$ cat config.mk
export PLATFORM = sky130hd
export DESIGN_NAME = iq_integrate_dump
export DESIGN_NICKNAME = d
export VERILOG_FILES = /design/src/rtl/iq_integrate_dump_pkg.sv /design/src/rtl/iq_dump_channel.sv /design/src/rtl/iq_integrate_dump.sv
export SDC_FILE = /design/constraint.sdc
export NUM_CORES = 1
export LEC_CHECK = 0
export CELL_PAD_IN_SITES_DETAIL_PLACEMENT = 1
export CELL_PAD_IN_SITES_GLOBAL_PLACEMENT = 1
export CORE_MARGIN = 4
export CORE_UTILIZATION = 45
export CTS_CLUSTER_SIZE = 16
export DETAILED_ROUTE_END_ITERATION = 8
export DONT_BUFFER_PORTS = 1
export HOLD_SLACK_MARGIN = 0.1
export PLACE_DENSITY_LB_ADDON = 0.15
export SLEW_MARGIN = 40
export SYNTH_ARGS = -nofsm -noshare
export SYNTH_HDL_FRONTEND = slang
export SYNTH_SLANG_ARGS = --single-unit
$ cat constraint.sdc
create_clock -name clock -period 3.4 [get_ports clock]
set_input_delay 0.68 -clock clock [delete_from_list [all_inputs] [get_ports clock]]
set_output_delay 0.68 -clock clock [all_outputs]
set_load 0.01 [all_outputs]
$ cat src/rtl/iq_integrate_dump_pkg.sv
// Shared definitions for the I/Q integrate-and-dump decimator: default widths,
// the derived accumulator and exponent widths, and the two-state control enum.
package iq_integrate_dump_pkg;

  localparam int BIT_WIDTH_DEF    = 16;
  localparam int DEC_LOG2_MAX_DEF = 8;

  // Accumulator holds the sum of up to 2^DEC_LOG2_MAX samples without wrapping.
  localparam int ACC_WIDTH = BIT_WIDTH_DEF + DEC_LOG2_MAX_DEF;
  localparam int DEC_W     = $clog2(DEC_LOG2_MAX_DEF + 1);

  typedef enum logic [0:0] {
    IDLE  = 1'b0,
    ACCUM = 1'b1
  } state_t;

  // Width of the dec_log2 field for an arbitrary DEC_LOG2_MAX override.
  function automatic int dec_width(input int dec_log2_max);
    return (dec_log2_max < 1) ? 1 : $clog2(dec_log2_max + 1);
  endfunction

  function automatic int acc_width(input int bit_width, input int dec_log2_max);
    return bit_width + dec_log2_max;
  endfunction

endpackage : iq_integrate_dump_pkg

$ cat src/rtl/iq_dump_channel.sv
// One real-valued integrate-and-dump lane: accumulator, averaging shift and
// result register. Sequencing (window count, handshake) is supplied by the top.
module iq_dump_channel
  import iq_integrate_dump_pkg::*;
#(
  parameter int BIT_WIDTH    = BIT_WIDTH_DEF,
  parameter int DEC_LOG2_MAX = DEC_LOG2_MAX_DEF
) (
  input  logic                                   clk,
  input  logic                                   rst_n,
  input  logic                                   clear_i,
  input  logic                                   accept_i,
  input  logic                                   dump_i,
  input  logic                                   load_i,
  input  logic [dec_width(DEC_LOG2_MAX)-1:0]     k_i,
  input  logic signed [BIT_WIDTH-1:0]            sample_i,
  output logic signed [BIT_WIDTH-1:0]            result_o
);

  localparam int AW = acc_width(BIT_WIDTH, DEC_LOG2_MAX);

  logic signed [AW-1:0]        acc_q, acc_d;
  logic signed [AW-1:0]        sum;
  logic signed [AW-1:0]        shifted;
  logic signed [BIT_WIDTH-1:0] res_q, res_d;

  // NOTE: every signal written here gets a default first, so no path leaves it
  // unassigned and no latch is inferred.
  always_comb begin
    sum     = acc_q + AW'(sample_i);
    shifted = sum >>> k_i;
    acc_d   = acc_q;
    res_d   = res_q;

    if (clear_i) begin
      acc_d = '0;
    end else if (accept_i) begin
      acc_d = dump_i ? '0 : sum;
    end

    // The full-width sum of the closing sample feeds the shift, so the window
    // completes on the same edge without an extra accumulate cycle.
    if (load_i) begin
      res_d = shifted[BIT_WIDTH-1:0];
    end
  end

  // NOTE: sequential state uses non-blocking assignments so every register
  // samples its pre-edge inputs regardless of statement order.
  always_ff @(posedge clk or negedge rst_n) begin
    if (!rst_n) begin
      acc_q <= '0;
      res_q <= '0;
    end else begin
      acc_q <= acc_d;
      res_q <= res_d;
    end
  end

  assign result_o = res_q;

endmodule : iq_dump_channel

$ cat src/rtl/iq_integrate_dump.sv
// Decimating I/Q integrate-and-dump: averages 2^k complex samples per output,
// with a valid/ready output stage and a sticky overrun flag for dropped results.
module iq_integrate_dump
  import iq_integrate_dump_pkg::*;
#(
  parameter int BIT_WIDTH    = BIT_WIDTH_DEF,
  parameter int DEC_LOG2_MAX = DEC_LOG2_MAX_DEF
) (
  input  logic                               clock,
  input  logic                               reset,
  input  logic                               run,
  input  logic [dec_width(DEC_LOG2_MAX)-1:0] dec_log2,
  input  logic                               in_valid,
  input  logic signed [BIT_WIDTH-1:0]        i_in,
  input  logic signed [BIT_WIDTH-1:0]        q_in,
  output logic signed [BIT_WIDTH-1:0]        i_out,
  output logic signed [BIT_WIDTH-1:0]        q_out,
  output logic                               out_valid,
  input  logic                               out_ready,
  output logic                               overrun,
  input  logic                               clear_overrun
);

  localparam int KW = dec_width(DEC_LOG2_MAX);
  localparam int CW = (DEC_LOG2_MAX < 1) ? 1 : DEC_LOG2_MAX;

  state_t         state_q, state_d;
  logic [KW-1:0]  k_q, k_d;
  logic [CW-1:0]  cnt_q, cnt_d;
  logic           out_valid_q, out_valid_d;
  logic           overrun_q, overrun_d;

  logic [KW-1:0]  k_clamped;
  logic [CW:0]    win_len;
  logic [CW-1:0]  cnt_last;
  logic           start, stop, clear_acc;
  logic           accept, dump, load, drop;

  always_comb begin
    k_clamped = (dec_log2 > KW'(DEC_LOG2_MAX)) ? KW'(DEC_LOG2_MAX) : dec_log2;
    win_len   = (CW + 1)'(1) << k_q;
    cnt_last  = CW'(win_len - (CW + 1)'(1));
  end

  // A sample only counts while run is held; dropping run discards the window.
  assign start     = (state_q == IDLE) && run;
  assign stop      = (state_q == ACCUM) && !run;
  assign clear_acc = start || stop;
  assign accept    = (state_q == ACCUM) && run && in_valid;
  assign dump      = accept && (cnt_q == cnt_last);
  assign load      = dump && (!out_valid_q || out_ready);
  assign drop      = dump && out_valid_q && !out_ready;

  always_comb begin
    state_d = state_q;
    k_d     = k_q;
    cnt_d   = cnt_q;

    case (state_q)
      IDLE: begin
        if (run) begin
          state_d = ACCUM;
          k_d     = k_clamped;
          cnt_d   = '0;
        end
      end
      ACCUM: begin
        if (!run) begin
          state_d = IDLE;
          cnt_d   = '0;
        end else if (accept) begin
          if (dump) begin
            cnt_d = '0;
            k_d   = k_clamped;
          end else begin
            cnt_d = cnt_q + CW'(1);
          end
        end
      end
      default: begin
        state_d = IDLE;
        cnt_d   = '0;
      end
    endcase
  end

  // A coincident dump keeps out_valid high (back-to-back); set beats clear.
  always_comb begin
    out_valid_d = out_valid_q;
    if (load) begin
      out_valid_d = 1'b1;
    end else if (out_valid_q && out_ready) begin
      out_valid_d = 1'b0;
    end

    overrun_d = overrun_q;
    if (drop) begin
      overrun_d = 1'b1;
    end else if (clear_overrun) begin
      overrun_d = 1'b0;
    end
  end

  always_ff @(posedge clock or negedge reset) begin
    if (!reset) begin
      state_q     <= IDLE;
      k_q         <= '0;
      cnt_q       <= '0;
      out_valid_q <= 1'b0;
      overrun_q   <= 1'b0;
    end else begin
      state_q     <= state_d;
      k_q         <= k_d;
      cnt_q       <= cnt_d;
      out_valid_q <= out_valid_d;
      overrun_q   <= overrun_d;
    end
  end

  iq_dump_channel #(
    .BIT_WIDTH    (BIT_WIDTH),
    .DEC_LOG2_MAX (DEC_LOG2_MAX)
  ) u_chan_i (
    .clk      (clock),
    .rst_n    (reset),
    .clear_i  (clear_acc),
    .accept_i (accept),
    .dump_i   (dump),
    .load_i   (load),
    .k_i      (k_q),
    .sample_i (i_in),
    .result_o (i_out)
  );

  iq_dump_channel #(
    .BIT_WIDTH    (BIT_WIDTH),
    .DEC_LOG2_MAX (DEC_LOG2_MAX)
  ) u_chan_q (
    .clk      (clock),
    .rst_n    (reset),
    .clear_i  (clear_acc),
    .accept_i (accept),
    .dump_i   (dump),
    .load_i   (load),
    .k_i      (k_q),
    .sample_i (q_in),
    .result_o (q_out)
  );

  assign out_valid = out_valid_q;
  assign overrun   = overrun_q;

endmodule : iq_integrate_dump

==> impl_metrics.csv <==
group,metric,value,unit
yosys,seq_area_frac_synth,0.275,
placement,place.gp.congestion,0.942,
yosys,yosys.area.top_type,"dfrtp_1",
global_routing,grt_use_met2,0.536,
floorplanning,dieArea,21500,um^2
detailed_routing,drt_pass1_iterations,6,
sta,skew,0.0116,ns
cells_and_area,final_area,10600,um^2
sta,hold_violations,0,
global_routing,antenna_found_initial,0,
global_routing,grt_max_degree,96,
placement,portBuffers,0,
worst_setup_path,critPathRequiredTime,3.68,ns
sta,fmax,300,MHz
floorplanning,die-height,147,um
yosys,synthCells,1041,
detailed_routing,vias,9045,
yosys,syn-cell-area,8630,um^2
floorplanning,io_pins,76,
clock_tree,cts_tree,"done",
yosys,synthFlopType,"dfrtp_1",
worst_setup_path,cpPeakStageDelay,0.48,ns
clock_tree,cts_buffer_depth,2,
clock_tree,cts.sinks,95,
yosys,synth_adder_area_share,0.0785,
floorplanning,core_region_area,18800,um^2
worst_setup_path,start_kind,"flip-flop",
cells_and_area,syn2layout_area_growth,22.9,%
worst_setup_path,cpLargestDelayFamily,"compound AO/OA/AOI/OAI gates",
floorplanning,initial_core_util,0.460,
worst_setup_path,critPathSlowestCell,"or4_1",
yosys,yosys_warnings,0,
global_routing,grt_pass1_vias,9426,
cells_and_area,layout-drive-gt1-share,0.232,
detailed_routing,totalWireLength,32.8,mm
cells_and_area,insertedDiodeCount,0,
sta,rsz0062_at_grt,"yes",
power,total_power,4370,uW
clock_tree,cts-root-buf,"clkbuf_16",
sta,fin_ws,0.0633,ns
clock_tree,cts-htree-levels,3,
sta,period_needed,3.34,ns
yosys,avgSynthCellArea,8.29,um^2
clock_tree,numCtsBuffers,9,
worst_setup_path,path_buf_inv,0,
global_routing,busiest_layer,"met2",
status,status,"finished clean",
yosys,async_reset_ff_frac,1.00,
yosys,muxShareOfSynthArea,0.0884,
detailed_routing,routed_via_density,6.40,
power,leakage,0.00483,uW
detailed_routing,drc,0,
worst_setup_path,worstPathCellList,"ha_1, fa_1, a21o_1, a221oi_4, or3_4, nand2_1, or4_1, o211a_1, mux2i_2, a211oi_1, a211oi_1",
detailed_routing,drt_iter0_markers,750,
clock_tree,clkTransAtPathRegs,0.08,ns
sta,relSlewSlack,0.482,
worst_setup_path,worstPathArrival,3.61,ns
detailed_routing,antenna_left,0,
hold_path,hold_path_class,"in2async",
floorplanning,chipWidth,147,um
yosys,yosys.cell_types.count,81,
cells_and_area,nets,1269,
yosys,synth-simple-area-share,0.157,
worst_setup_path,path_max_fanout,5,
yosys,ys_top_cells_by_area,"dfrtp_1 (28%), ha_1 (7.4%), a21oi_1 (5.2%)",
worst_setup_path,end_kind,"flip-flop",
sta,tightest_slew,0.764,ns
floorplanning,rows,50,
global_routing,grt_pass1_wl,52.5,mm
placement,dp_hpwl,24.9,mm
yosys,ys_seq_elements,95,
sta,drv_slew,0,
global_routing,grt_use_met3,0.0410,
yosys,synth_compound_area_frac,0.304,
clock_tree,clkLatencyLatePin,0.37,ns
global_routing,track_usage,0.302,
job,maxCapViolCount,0,
yosys,syn_nets,1136,
sta,fin_crit_sh,0.981,
placement,dp_slack,-0.329,ns
yosys,synth_xor_area_frac,0.0558,
power,power_density,412,nW/um^2
global_routing,met1_usage,0.373,
cells_and_area,final_util,0.565,
worst_setup_path,critical_path_class,"reg2reg",
yosys,synth_edf_count,0,
sta,finalSetupViolCount,0,
yosys,synth_top_family_by_area,"compound AO/OA/AOI/OAI gates",
power,ir_drop,0.000272,V
cells_and_area,fillers,2247,
yosys,synth_top_area_frac,0.275,
worst_setup_path,crit_top_cell,"a211oi_1",
detailed_routing,wire_per_inst,23.2,um
global_routing,grt_overflow,0,
placement,placed_cell_area,10200,um^2
## synth_stat cells (all sizes together) (7+ instances only)
cell type and instances:
nor2 88, a21o 12, xor2 28, mux2 10, nand2b 10, a21boi 7
nor3 19, a221oi 7, and2 8, a21oi 92, o31ai 7, nand2 119
inv 22, and3 7, a22o 37, nand4 13, xnor2 27, mux2i 38
a31oi 10, o22ai 11, o211ai 15, a211oi 34, a2111oi 8, clkbuf 53
mux4 12, nand3 14, dfrtp 95, buf 16, ha 51, o21ai 85
## registers in the layout (all words and copies together) (netlist names)
signal	count
out_valid	1
state_q	1
u_chan_i.acc_q	24
overrun	1
k_q	4
u_chan_q.acc_q	24
u_chan_i.result_o	16
u_chan_q.result_o	16
cnt_q	8
## power by group
group | leakage [uW] | total (uW) | switching [uW] | internal (uW)
Combinational | 0.00339 | 2060 | 1190 | 874
Clock | 0.000137 | 1060 | 545 | 514
Sequential | 0.00130 | 1250 | 58.2 | 1190
## cell type report
cell class | instances | area [um^2] | area share
clock buffers | 9 | 225 | 0.0212
clock inverters | 7 | 65.1 | 0.00613
inverters | 22 | 82.6 | 0.00778
multi-input cells | 855 | 6080 | 0.573
flip-flops and latches | 95 | 2380 | 0.224
well taps | 234 | 293 | 0.0276
repair buffers | 191 | 1480 | 0.139
## path summary, 6_finish.rpt
path | from | end | slack (ns) | cells after the start
max in group asynchronous | reset | u_chan_i.acc_q[4]$_DFFE_PN0P_ | 2.73 | 1
max | u_chan_q.acc_q[0]$_DFFE_PN0P_ | u_chan_q.result_o[9]$_DFFE_PN0P_ | 0.06 | 11
min in group clock | run | state_q$_DFF_PN0_ | 0.33 | 0
min | reset | u_chan_i.acc_q[11]$_DFFE_PN0P_ | 0.20 | 1
max reg2reg | u_chan_q.acc_q[0]$_DFFE_PN0P_ | u_chan_q.result_o[9]$_DFFE_PN0P_ | 0.06 | 11
min reg2reg | u_chan_q.acc_q[14]$_DFFE_PN0P_ | u_chan_q.acc_q[14]$_DFFE_PN0P_ | 0.49 | 2
## metrics by stage
step	cells	TNS [ns]	hold WS [ns]
finish	1413	0	0.202
CTS	1411	0	0.272
floorplan	1041	0	0.384
global route	1413	-0.557	0.253
global placement	1394	-2.08	0.389
detailed placement	1394	-3.88	0.389
## cell families (layout without fill, tap and decap cells)
family                   count (synthesis)  count (layout)
multiplexers                            60              60
adder cells (fa/ha/maj)                 53              53
XOR/XNOR                                55              55
flip-flops                              95              95
AND/OR/NAND/NOR                        301             301
buffers and inverters                   91             229
AO/OA/AOI/OAI                          386             386
## cells in the final DEF, fill, tap and decap left out, drive strengths merged, types with 12 or more instances in the layout
cell / n
nand2: 119
dfrtp: 95
mux2i: 38
o211ai: 15
a21o: 12
o21ai: 85
nand4: 13
nand3: 14
a22o: 37
nor2: 88
inv: 25
mux4: 12
a21oi: 92
xnor2: 27
nor3: 19
ha: 51
a211oi: 34
buf: 191
xor2: 28
## layer usage
layer / vias to the layer above / share of wire
li1: 4193 / -
met1: 4470 / 0.41
met2: 298 / 0.51
met3: 84 / 0.044
met4: 0 / 0.038
met5: - / 0
## what timing repair did
| item | 4_1_cts | 5_1_grt |
|---|---|---|
| hold buffers | 1 | 0 |
| buffers inserted | 0 | 2 |
| setup endpoints to repair | 2 | 39 |
| resized for setup | 1 | 26 |
| cloned | 0 | 0 |
| pin swaps | 0 | 5 |
| endpoints found under the hold margin | 95 | 0 |
Note: power is estimated with default switching activity, not from simulation.
